===== config.mk =====
export PLATFORM = sky130hd
export DESIGN_NAME = fifo_wr_arbiter
export DESIGN_NICKNAME = d
export VERILOG_FILES = /design/src/rtl/fifo_wr_arbiter.sv
export SDC_FILE = /design/constraint.sdc
export NUM_CORES = 1
export LEC_CHECK = 0
export CORE_UTILIZATION = 25
export CTS_CLUSTER_DIAMETER = 100
export DETAILED_ROUTE_END_ITERATION = 7
export GPL_TIMING_DRIVEN = 0
export MAX_ROUTING_LAYER = met4
export PLACE_DENSITY_LB_ADDON = 0.08
export SLEW_MARGIN = 20
export SYNTH_ARGS = -nofsm -noshare
export SYNTH_HDL_FRONTEND = slang
export SYNTH_SLANG_ARGS = --single-unit

===== constraint.sdc =====
create_clock -name clk -period 1.61 [get_ports clk]
set_input_delay 0.322 -clock clk [delete_from_list [all_inputs] [get_ports clk]]
set_output_delay 0.322 -clock clk [all_outputs]
set_load 0.02 [all_outputs]

===== src/rtl/fifo_wr_arbiter.sv =====
// fifo_wr_arbiter: round-robin, burst-limited arbiter for the FIFO write port; optional FIFO_WR_ARB_STALL_CNT_EN adds stall_cnt
module fifo_wr_arbiter #(
  parameter int NUM_REQ = 4,
  parameter int DATA_W = 8,
  parameter int MAX_BURST = 4,
  localparam int IW = (NUM_REQ > 1) ? $clog2(NUM_REQ) : 1
) (
  input  logic                      clk,
  input  logic                      reset,
  input  logic [NUM_REQ-1:0]        req_valid,
  input  logic [NUM_REQ*DATA_W-1:0] req_data,
  output logic [NUM_REQ-1:0]        req_ready,
  input  logic                      fifo_full,
  input  logic                      fifo_threshold,
  output logic                      fifo_wr_en,
  output logic [DATA_W-1:0]         fifo_data_in,
  output logic [IW-1:0]             grant_id,
  output logic                      busy
`ifdef FIFO_WR_ARB_STALL_CNT_EN
  ,
  output logic [15:0]               stall_cnt
`endif
);
  typedef enum logic {IDLE, BURST} state_t;
  state_t state_q, state_d;
  logic [IW-1:0] grant_q, grant_d, rr_q, rr_d, win, idx;
  logic [4:0] cnt_q, cnt_d, limit_q, limit_d;
  logic found, vld_g, beat, rel;
  // Handshake, write-port mux, round-robin scan and next-state computation
  always_comb begin
    vld_g = req_valid[grant_q];
    beat = (state_q == BURST) && vld_g && !fifo_full && !reset;
    rel = !vld_g || (beat && cnt_q == limit_q - 5'd1);
    req_ready = '0;
    req_ready[grant_q] = (state_q == BURST) && !fifo_full && !reset;
    fifo_wr_en = beat;
    fifo_data_in = req_data[grant_q*DATA_W +: DATA_W];
    found = 1'b0;
    win = '0;
    idx = '0;
    for (int k = 0; k < NUM_REQ; k++) begin
      idx = IW'((int'(rr_q) + k) % NUM_REQ);
      if (!found && req_valid[idx]) begin
        found = 1'b1;
        win = idx;
      end
    end
    state_d = state_q;
    grant_d = grant_q;
    rr_d = rr_q;
    cnt_d = cnt_q;
    limit_d = limit_q;
    if (state_q == IDLE) begin
      if (found) begin
        state_d = BURST;
        grant_d = win;
        cnt_d = '0;
        limit_d = fifo_threshold ? 5'd1 : 5'(MAX_BURST);
      end
    end else if (rel) begin
      state_d = IDLE;
      rr_d = (int'(grant_q) == NUM_REQ - 1) ? '0 : grant_q + 1'b1;
      cnt_d = '0;
    end else if (beat) begin
      cnt_d = cnt_q + 5'd1;
    end
  end
  // Arbiter state registers; reset drops any grant immediately
  always_ff @(posedge clk) begin
    if (reset) begin
      state_q <= IDLE;
      grant_q <= '0;
      rr_q <= '0;
      cnt_q <= '0;
      limit_q <= 5'(MAX_BURST);
    end else begin
      state_q <= state_d;
      grant_q <= grant_d;
      rr_q <= rr_d;
      cnt_q <= cnt_d;
      limit_q <= limit_d;
    end
  end
  assign grant_id = grant_q;
  assign busy = (state_q == BURST);
`ifdef FIFO_WR_ARB_STALL_CNT_EN
  logic [15:0] stall_q, stall_d;
  // Saturating count of cycles the granted producer is blocked by a full FIFO
  always_comb begin
    stall_d = ((state_q == BURST) && vld_g && fifo_full && stall_q != 16'hFFFF) ? stall_q + 16'd1 : stall_q;
  end
  // Stall counter register, cleared only by reset
  always_ff @(posedge clk) begin
    if (reset) stall_q <= '0;
    else stall_q <= stall_d;
  end
  assign stall_cnt = stall_q;
`endif
endmodule

==> impl_metrics.ini <==
[status]
status = finished with violations
violations = setup timing

[sta]
final-setup-viol-count = 15
finalHoldViolCount = 0
drv_slew = 0
setup_ws_ps = -173
max_slew_margin = 0.792
rsz0062_at_grt = true
tightest_slew_ps = 310
fin_worst_skew_ps = 7.86
fin_crit_sh = 1.11
layout_min_cycle_time_ps = 1780
fmax_mhz = 561

[drt]
met3RoutedLength_um = 193
routedWlPerCell_um = 14.3
met1_length_mm = 1.42
avgViaCountPerCell = 4.85
drc = 0
wl_met2_mm = 1.66
drtIter0Drc = 17
detail-route-antenna-nets = 0
wirelength_mm = 3.31
drtPass1Iterations = 4
top_layer_used = met4
vias = 1120

[clock_network]
htree_levels = 1
cts_buffer_depth = 2
numCtsBuffers = 3
cts_root_buf = clkbuf_8
cts_hold_buf = 0
clock_sinks = 12
cts_tree = done
clkTransAtPathRegs_ps = 60
insertion_delay_ps = 240

[floorplanning]
dieArea_mm2 = 0.00449
core-area_mm2 = 0.00403
rows = 23
die_w_um = 67.0
initial_core_util = 0.262
die_y_um = 67.0
ios = 56

[placed_design]
dpl.hpwl_mm = 2.50
portBuffers = 54
place_congestion = 0.726
dpl_cell_area_mm2 = 0.00167

[synthesis]
yosys.area.top_type = dfxtp_1
async_flop_share = 0
synthDominantCellAreaShare = 0.227
synth_seq_cells = 12
ys_top_cells_by_area = dfxtp_1 23%, mux4_2 19%, ha_1 7.1%, and2_2 3.6%, inv_1 3.6%
avgSynthCellArea_um2 = 9.70
yosysWarnings = 0
synth_cell_types = 41
syn_area_mm2 = 0.00106
synth_nets = 155
synth_edf_count = 0
syn_inst = 109
ys_seq_area_frac = 0.227
ys.flop_type = dfxtp_1

[setup_path]
crit_fanout = 5
r2r_cells = 5
crit_arrival_ps = 1460
critPathSlowestCell = mux4_2
cp_cell_sequence = dlygate4sd2_1 -> mux4_2 -> and2_4 -> buf_6
path_class = in2out
critPathMaxStageDelay_ps = 540
crit_path_end_kind = primary output
required_ps = 1290
worstSetupStartpointType = input port

[cells_and_area]
final_common_cell = clkdlybuf4s50_1
regArea_um2 = 251
layout-drive-gt1-share = 0.365
final_util = 0.469
nets = 228
diodes = 0
nFillCells = 414
syn_to_final_growth_pct = 78.7
final_area_mm2 = 0.00189
multi_input_area_um2 = 793
final_cell_mix = 35 x clkdlybuf4s50_1, 13 x buf_6

[power]
ir_drop_v = 0.000391
power.density_mw_per_mm2 = 606
p_leak_nw = 0.755

[global_routing]
antenna_found_initial = 0
track_usage = 0.148
grt_pass1_wl_mm = 4.81
overflow = 0
grt_max_degree = 10
grt_pass1_vias = 1066

[flow_run]
max_cap_violations = 0

[worst_hold_path]
min_delay_path_depth = 2
min_path_type = in2reg
==> area by class of cell <==
type,instances,area share
multi-input combinational,83,0.420
timing repair buffer,68,0.340
sequential,12,0.133
tap,50,0.0331
clock buffer,4,0.0291
buffer,4,0.0252
inverter,10,0.0199
==> Yosys cell counts, types with 3 or more instances <==
master    n
nor3_1    3
a21oi_1   7
and2_2    5
nor2_1    6
ha_1      6
inv_1    10
mux4_2    9
nand2_1   9
dfxtp_1  12
==> final timing paths <==
path / startpoint / end / slack, ps
max: req_valid[3] / fifo_wr_en / -170
min: reset / grant_id[0] / 390
max reg2reg: grant_id[0] / rr_q[0] / -130
min reg2reg: limit_q[0] / limit_q[0] / 480
==> sequential cells by signal (all words and copies together), names as in the netlist <==
| register | cells |
|---|---|
| busy | 1 |
| grant_id | 2 |
| rr_q | 2 |
| limit_q | 2 |
| cnt_q | 5 |
==> worst max-delay path, delay by kind of cell <==
family / cells / cell delay (ps)
multiplexers: 1 / 540
buffers and inverters: 2 / 430
AND/OR/NAND/NOR: 1 / 160
==> what timing repair did <==
item,CTS,global route
setup endpoints to repair,25,22
gates resized for setup,82,19
gates cloned,1,0
pin swaps,4,8
setup buffers,9,5
==> power breakdown <==
part	switching [mW]	total, mW	internal (mW)
clock	0.116	0.332	0.216
combinational	0.197	0.477	0.279
sequential	0.0233	0.337	0.314
==> layer usage <==
metal,GRT usage,up-vias
li1,-,551
met3,0.0257,5
met5,-,-
met2,0.255,37
met1,0.172,527
met4,0.0479,0
==> per-stage QoR <==
stage / hold slack (ps) / instances / setup TNS, ps / power (mW) / setup WS [ps]
after global routing: 405 / 231 / -2370 / 1.20 / -207
after global placement: 477 / 213 / -11490 / 0.755 / -841
after detailed placement: 479 / 213 / -12030 / 0.764 / -864
final: 389 / 231 / -1540 / 1.15 / -173
after CTS: 382 / 226 / -1670 / 1.13 / -179
after floorplan: 453 / 109 / -14.5 / 0.563 / -14.5
==> cells by family (layout without fill, tap and decap cells) <==
group,count (synthesis),in the layout,synth area share
buf+inv,14,86,0.0556
compound gates,26,26,0.186
xor+xnor,2,2,0.0166
simple gates,38,38,0.228
fa+ha+maj,6,6,0.0710
mux,11,11,0.215
flops,12,12,0.227
(Power assumes the default switching activity.)
